$ cat config.mk
export PLATFORM = sky130hd
export DESIGN_NAME = hp_au_issue_pipe_flat
export DESIGN_NICKNAME = d
export VERILOG_FILES = /design/src/rtl/hp_au_pkg.sv /design/src/rtl/hp_au_issue_pipe_if.sv /design/src/rtl/hp_au_cmd_fifo.sv /design/src/rtl/hp_au_issue_pipe.sv /design/src/flat_wrapper.sv
export SDC_FILE = /design/constraint.sdc
export NUM_CORES = 1
export LEC_CHECK = 0
export CAP_MARGIN = 20
export CORE_MARGIN = 1.5
export CORE_UTILIZATION = 60
export CTS_BUF_LIST = sky130_fd_sc_hd__clkbuf_2 sky130_fd_sc_hd__clkbuf_4 sky130_fd_sc_hd__clkbuf_8
export CTS_CLUSTER_SIZE = 28
export DETAILED_ROUTE_END_ITERATION = 10
export PLACE_DENSITY = 0.87
export SLEW_MARGIN = 20
export SYNTH_ARGS = -nofsm -noshare
export SYNTH_HDL_FRONTEND = slang
export SYNTH_HIERARCHICAL = 1
export SYNTH_SLANG_ARGS = --single-unit
$ cat constraint.sdc
create_clock -name clk -period 6.7 [get_ports clk]
set_input_delay 0.67 -clock clk [delete_from_list [all_inputs] [get_ports clk]]
set_output_delay 0.67 -clock clk [all_outputs]
set_load 0.03 [all_outputs]
$ cat src/rtl/hp_au_pkg.sv
// hp_au_pkg: opcodes and command field widths shared by the AU issue pipe.
package hp_au_pkg;
  localparam int SEL_W = 4;
  localparam logic [SEL_W-1:0] SEL_ADD = 4'd0;
  localparam logic [SEL_W-1:0] SEL_SUB = 4'd1;
  localparam logic [SEL_W-1:0] SEL_BCD = 4'd2;
  localparam logic [SEL_W-1:0] SEL_CLA = 4'd3;
  localparam logic [SEL_W-1:0] SEL_AND = 4'd4;
  localparam logic [SEL_W-1:0] SEL_OR = 4'd5;
  localparam logic [SEL_W-1:0] SEL_XOR = 4'd6;
  localparam logic [SEL_W-1:0] SEL_SHL = 4'd7;
  localparam logic [SEL_W-1:0] SEL_MUL = 4'd8;
  localparam logic [SEL_W-1:0] SEL_LAST_LEGAL = 4'd8;
  function automatic int cmd_w(input int width);
    return 2 * width + SEL_W;
  endfunction
endpackage

$ cat src/rtl/hp_au_issue_pipe_if.sv
// hp_au_issue_pipe_if: command-in and result-out handshake channels of the issue pipe.
interface hp_au_issue_pipe_if #(parameter int WIDTH = 4);
  import hp_au_pkg::*;
  logic in_valid, in_ready;
  logic [WIDTH-1:0] in_a, in_b;
  logic [SEL_W-1:0] in_sel;
  logic out_valid, out_ready, out_err;
  logic [WIDTH-1:0] out_result;
  logic [SEL_W-1:0] out_sel;
  modport master(output in_valid, in_a, in_b, in_sel, out_ready,
                 input in_ready, out_valid, out_result, out_sel, out_err);
  modport slave(input in_valid, in_a, in_b, in_sel, out_ready,
                output in_ready, out_valid, out_result, out_sel, out_err);
endinterface

$ cat src/rtl/hp_au_cmd_fifo.sv
// hp_au_cmd_fifo: synchronous command FIFO with a registered head (zero when empty).
module hp_au_cmd_fifo #(
  parameter int W = 12,
  parameter int DEPTH = 4
) (
  input  logic clk,
  input  logic rst,
  input  logic push_i,
  input  logic pop_i,
  input  logic [W-1:0] wdata_i,
  output logic [W-1:0] head_o,
  output logic full_o,
  output logic empty_o,
  output logic [$clog2(DEPTH):0] level_o
);
  localparam int AW = $clog2(DEPTH);
  logic [W-1:0] mem_q [DEPTH];
  logic [AW:0] wr_q, rd_q, wr_d, rd_d;
  logic [W-1:0] head_q, head_d;
  assign wr_d = wr_q + (AW + 1)'(push_i);
  assign rd_d = rd_q + (AW + 1)'(pop_i);
  // Head is precomputed for the next cycle, bypassing a write that lands on the new read slot.
  assign head_d = (wr_d == rd_d) ? '0 :
                  (push_i && wr_q[AW-1:0] == rd_d[AW-1:0]) ? wdata_i : mem_q[rd_d[AW-1:0]];
  assign head_o = head_q;
  assign level_o = wr_q - rd_q;
  assign empty_o = wr_q == rd_q;
  assign full_o = (wr_q[AW] != rd_q[AW]) && (wr_q[AW-1:0] == rd_q[AW-1:0]);
  always_ff @(posedge clk) begin
    if (rst) begin
      wr_q <= '0;
      rd_q <= '0;
      head_q <= '0;
    end else begin
      wr_q <= wr_d;
      rd_q <= rd_d;
      head_q <= head_d;
    end
  end
  always_ff @(posedge clk) if (push_i) mem_q[wr_q[AW-1:0]] <= wdata_i;
endmodule

$ cat src/rtl/hp_au_issue_pipe.sv
// hp_au_issue_pipe: buffers AU commands, drives the AU from the FIFO head and registers results.
module hp_au_issue_pipe
  import hp_au_pkg::*;
#(
  parameter int WIDTH = 4,
  parameter int DEPTH = 4
) (
  input  logic clk,
  input  logic rst,
  hp_au_issue_pipe_if.slave io,
  output logic [WIDTH-1:0] au_a_o,
  output logic [WIDTH-1:0] au_b_o,
  output logic [SEL_W-1:0] au_sel_o,
  input  logic [WIDTH-1:0] au_result_i,
  output logic [$clog2(DEPTH):0] fifo_level_o,
  output logic [7:0] ops_done_o
);
  logic full, empty, push, fire;
  logic out_valid_q, out_err_q;
  logic [WIDTH-1:0] out_result_q;
  logic [SEL_W-1:0] out_sel_q;
  logic [7:0] ops_q;
  assign io.in_ready = !full && !rst;
  assign push = io.in_valid && io.in_ready;
  assign fire = !empty && (!out_valid_q || io.out_ready);
  hp_au_cmd_fifo #(.W(cmd_w(WIDTH)), .DEPTH(DEPTH)) u_fifo (
    .clk(clk),
    .rst(rst),
    .push_i(push),
    .pop_i(fire),
    .wdata_i({io.in_a, io.in_b, io.in_sel}),
    .head_o({au_a_o, au_b_o, au_sel_o}),
    .full_o(full),
    .empty_o(empty),
    .level_o(fifo_level_o)
  );
  always_ff @(posedge clk) begin
    if (rst) begin
      out_valid_q <= 1'b0;
      out_result_q <= '0;
      out_sel_q <= '0;
      out_err_q <= 1'b0;
      ops_q <= '0;
    end else begin
      if (fire) begin
        out_valid_q <= 1'b1;
        out_result_q <= au_result_i;
        out_sel_q <= au_sel_o;
        out_err_q <= au_sel_o > SEL_LAST_LEGAL;
      end else if (io.out_ready) out_valid_q <= 1'b0;
      if (out_valid_q && io.out_ready) ops_q <= ops_q + 8'd1;
    end
  end
  assign io.out_valid = out_valid_q;
  assign io.out_result = out_result_q;
  assign io.out_sel = out_sel_q;
  assign io.out_err = out_err_q;
  assign ops_done_o = ops_q;
endmodule

$ cat src/flat_wrapper.sv
// flat-port wrapper written by rule: the top's interface ports become plain ports
module hp_au_issue_pipe_flat import hp_au_pkg::*;
#(
  parameter int WIDTH = 4,
  parameter int DEPTH = 4
)
  (clk, rst, au_a_o, au_b_o, au_sel_o, au_result_i, fifo_level_o, ops_done_o, io_in_valid, io_in_a, io_in_b, io_in_sel, io_out_ready, io_in_ready, io_out_valid, io_out_result, io_out_sel, io_out_err);
  hp_au_issue_pipe_if #(.WIDTH(WIDTH)) io_i ();
  input  logic clk;
  input  logic rst;
  output logic [WIDTH-1:0] au_a_o;
  output logic [WIDTH-1:0] au_b_o;
  output logic [SEL_W-1:0] au_sel_o;
  input  logic [WIDTH-1:0] au_result_i;
  output logic [$clog2(DEPTH):0] fifo_level_o;
  output logic [7:0] ops_done_o;
  input wire logic [$bits(io_i.in_valid)-1:0] io_in_valid;
  input wire logic [$bits(io_i.in_a)-1:0] io_in_a;
  input wire logic [$bits(io_i.in_b)-1:0] io_in_b;
  input wire logic [$bits(io_i.in_sel)-1:0] io_in_sel;
  input wire logic [$bits(io_i.out_ready)-1:0] io_out_ready;
  output wire logic [$bits(io_i.in_ready)-1:0] io_in_ready;
  output wire logic [$bits(io_i.out_valid)-1:0] io_out_valid;
  output wire logic [$bits(io_i.out_result)-1:0] io_out_result;
  output wire logic [$bits(io_i.out_sel)-1:0] io_out_sel;
  output wire logic [$bits(io_i.out_err)-1:0] io_out_err;
  assign io_i.in_valid = io_in_valid;
  assign io_i.in_a = io_in_a;
  assign io_i.in_b = io_in_b;
  assign io_i.in_sel = io_in_sel;
  assign io_i.out_ready = io_out_ready;
  assign io_in_ready = io_i.in_ready;
  assign io_out_valid = io_i.out_valid;
  assign io_out_result = io_i.out_result;
  assign io_out_sel = io_i.out_sel;
  assign io_out_err = io_i.out_err;
  hp_au_issue_pipe #(.WIDTH(WIDTH), .DEPTH(DEPTH)) u_core (.clk(clk), .rst(rst), .io(io_i), .au_a_o(au_a_o), .au_b_o(au_b_o), .au_sel_o(au_sel_o), .au_result_i(au_result_i), .fifo_level_o(fifo_level_o), .ops_done_o(ops_done_o));
endmodule
==> results.toml <==
[timing]
fin_worst_skew_ns = 0.0105
min_period_ns = 4.11
drv_slew = 0
rsz0062_at_grt = "false"
slew_headroom_pct = 27.0
whs_ns = 0.481
finalHoldViolCount = 0
fin_ws_ns = 2.59
final.setup.tns_ns = 0
clock.fmax_ghz = 0.243
period_share_pct = 61.4
setup_viol = 0
tightestPinTransition_ns = 1.09

[power]
leakage_nw = 1.44
fin_total_pwr_mw = 1.77
power_density_nw_per_um2 = 416
ir_drop_v = 0.000293

[global_routing]
antenna_found_initial = 0
grt_pass1_vias = 2238
grt_max_degree = 38
overflow = 0
grt_pass1_wl_mm = 11.6
grt_usage_pct = 25.1

[critical_path]
reg2reg_depth = 10
critPathTopFamily = "adder cells"
slowest_stage = "xnor2_1"
r2r_end = "u_core/u_fifo/head_o[6]"
cp_max_fo = 16
ff2ff_setup_slack_ns = 2.59
startpoint_type = "flop"
cp_cell_sequence = "inv_1, ha_1, nand2_1, nor2_1, nor2_1, ha_1, ha_1, xnor2_1, nand4_1, a221oi_1"
cp_common_cell = "ha_1"
critPathMaxStageDelay_ns = 0.98
r2r_start = "u_core/u_fifo/wr_q[0]"
worstPathArrival_ns = 4.34
crit_type = "flop to flop"
critPathCaptureType = "flop"
path_buf_inv = 1
worstPathRequired_ns = 6.93

[logic_synthesis]
yosys.area.top_type_share_pct = 40.5
syn_inst = 254
synth_most_common_cell = "edfxtp_1"
async_flop_share_pct = 0
yosys_register_bits = 84
ys_types = 37
syn_area_um2 = 3560
ys_top_cells_by_count = "edfxtp_1 (48), dfxtp_1 (36), a21oi_1 (16)"
synth-main-ff-cell = "edfxtp_1"
yosys_warnings = 6
yosysSeqAreaShare_pct = 60.7
ys_top_cells_by_area = "edfxtp_1 (40%), dfxtp_1 (20%), mux4_1 (8.1%)"
yosysTopAreaCell = "edfxtp_1"
syn-num-nets = 282
synth_edf_count = 48
syn_area_per_cell_um2 = 14.0

[die]
dieArea_um2 = 6410
die_h_um = 80.0
core_um2 = 5610
rows = 27
ios = 54
die_w_um = 80.0
start_util_pct = 63.5

[detailed_routing]
drc = 0
detail-route-antenna-nets = 0
avgViaCountPerCell = 6.19
wl_per_cell_um = 19.6
routed_wl_mm = 7.42
via_count = 2346
drt_iter0_markers = 154
drtPass1Iterations = 5

[clock_tree]
clock-root-buffer = "clkbuf_8"
cts-htree-levels = 3
cts_sinks = 84
postCtsHoldBufs = 0
cts.clk_slew.worst_paths_ns = 0.08
clk_path_buf_depth = 2
post_cts_buffers = 0
numCtsBuffers = 9
cts-resized-gates = 0
cts_tree = "done"
insertion_delay_ns = 0.35

[cells_and_area]
drive_above_1_share_pct = 8.79
layout.nets = 330
diodes = 0
area_growth_pct = 19.4
fin_util_pct = 75.8

[place]
port_buffers = 53
place_ws_ns = 2.73
place_hpwl_mm = 4.89
gp_congestion = 0.808

[worst_hold_path]
hold_path_depth = 2
hold_end = "u_core/io.out_result[1]"
hold_class = "flop to flop"
min_from = "u_core/io.out_result[1]"

[job]
maxCapViolations = 0

[outcome]
status = "finished, final reports clean"
[worst register-to-register path: stages, from the launching register on]
cell and delay, ns:
dfxtp_1 0.53, inv_1 0.13, ha_1 0.33, nand2_1 0.07, nor2_1 0.46, nor2_1 0.12
ha_1 0.23, ha_1 0.55, xnor2_1 0.99, nand4_1 0.22, a221oi_1 0.38
[flip-flops by register name (all words and copies together), names as in the netlist]
| register | flops |
|---|---|
| u_core/u_fifo/mem_q | 48 |
| u_core/u_fifo/head_o | 12 |
| u_core/ops_done_o | 8 |
| u_core/io.out_result | 4 |
| u_core/io.out_sel | 4 |
| u_core/u_fifo/rd_q | 3 |
| u_core/u_fifo/wr_q | 3 |
| u_core/io.out_err | 1 |
| u_core/io.out_valid | 1 |
[cell families (layout without fill, tap and decap cells)]
logic type | after synthesis | after routing | share of synthesized area, %
flip-flops | 84 | 84 | 60.7
AND/OR/NAND/NOR | 57 | 57 | 9.00
AO/OA/AOI/OAI | 54 | 54 | 10.3
buffers and inverters | 26 | 79 | 4.32
XOR/XNOR | 13 | 13 | 3.94
multiplexers | 12 | 12 | 8.75
adder cells (fa/ha/maj) | 8 | 8 | 3.02
[placed cells by master (no fill, tap or decap), drive strengths merged, types with 5 or more instances in the layout]
cell / synthesis / routed
nor2: 8 / 8
mux4: 12 / 12
o31ai: 15 / 15
xnor2: 6 / 6
edfxtp: 48 / 48
xor2: 7 / 7
inv: 6 / 6
clkdlybuf4s50: 0 / 53
o21ai: 11 / 11
a221oi: 12 / 12
nand4: 13 / 13
nand3: 13 / 13
a21oi: 16 / 16
clkbuf: 7 / 11
ha: 7 / 7
nand2: 5 / 5
clkinv: 1 / 5
nor2b: 5 / 5
dfxtp: 36 / 36
[final cells by class]
cell class | count | area, µm²
timing repair buffer | 56 | 553
multi-input combinational | 144 | 1250
sequential | 84 | 2160
fill | 385 | 1360
clock buffer | 11 | 139
clock inverter | 5 | 28.8
inverter | 7 | 26.3
tap | 72 | 90.1
[worst max-delay path by stage]
stage	start	end	slack [ns]	depth (start not counted)
detailed placement	rst	u_core/u_fifo/head_o[6]	2.73	9
floorplan	u_core/u_fifo/wr_q[0]	u_core/u_fifo/mem_q[0][0]	3.35	9
finish	u_core/u_fifo/wr_q[0]	u_core/u_fifo/head_o[6]	2.59	10
global placement	rst	u_core/u_fifo/head_o[6]	2.76	9
CTS	u_core/u_fifo/wr_q[0]	u_core/u_fifo/head_o[6]	2.66	10
global route	u_core/u_fifo/wr_q[0]	u_core/u_fifo/head_o[6]	2.37	10
[routing by layer]
| metal | wire length, µm | part of all wire, % | global-route usage, % |
|---|---|---|---|
| met1 | 3100 | 42 | 32.1 |
| met2 | 3750 | 51 | 41.2 |
| met3 | 496 | 6.7 | 6.97 |
| met4 | 63 | 0.85 | 8.79 |
| met5 | 0 | 0 | 0 |
[per-stage QoR]
step	std cells	cell area [µm²]
final	379	4250
after global routing	379	4250
after CTS	379	4240
after detailed placement	363	4080
after global placement	363	4080
after floorplan	254	3560
[report_power, final]
| group | switching (mW) | internal (mW) | total, mW |
|---|---|---|---|
| Sequential | 0.0285 | 0.595 | 0.624 |
| Clock | 0.174 | 0.141 | 0.315 |
| Combinational | 0.487 | 0.344 | 0.831 |
(Power assumes the default switching activity.)
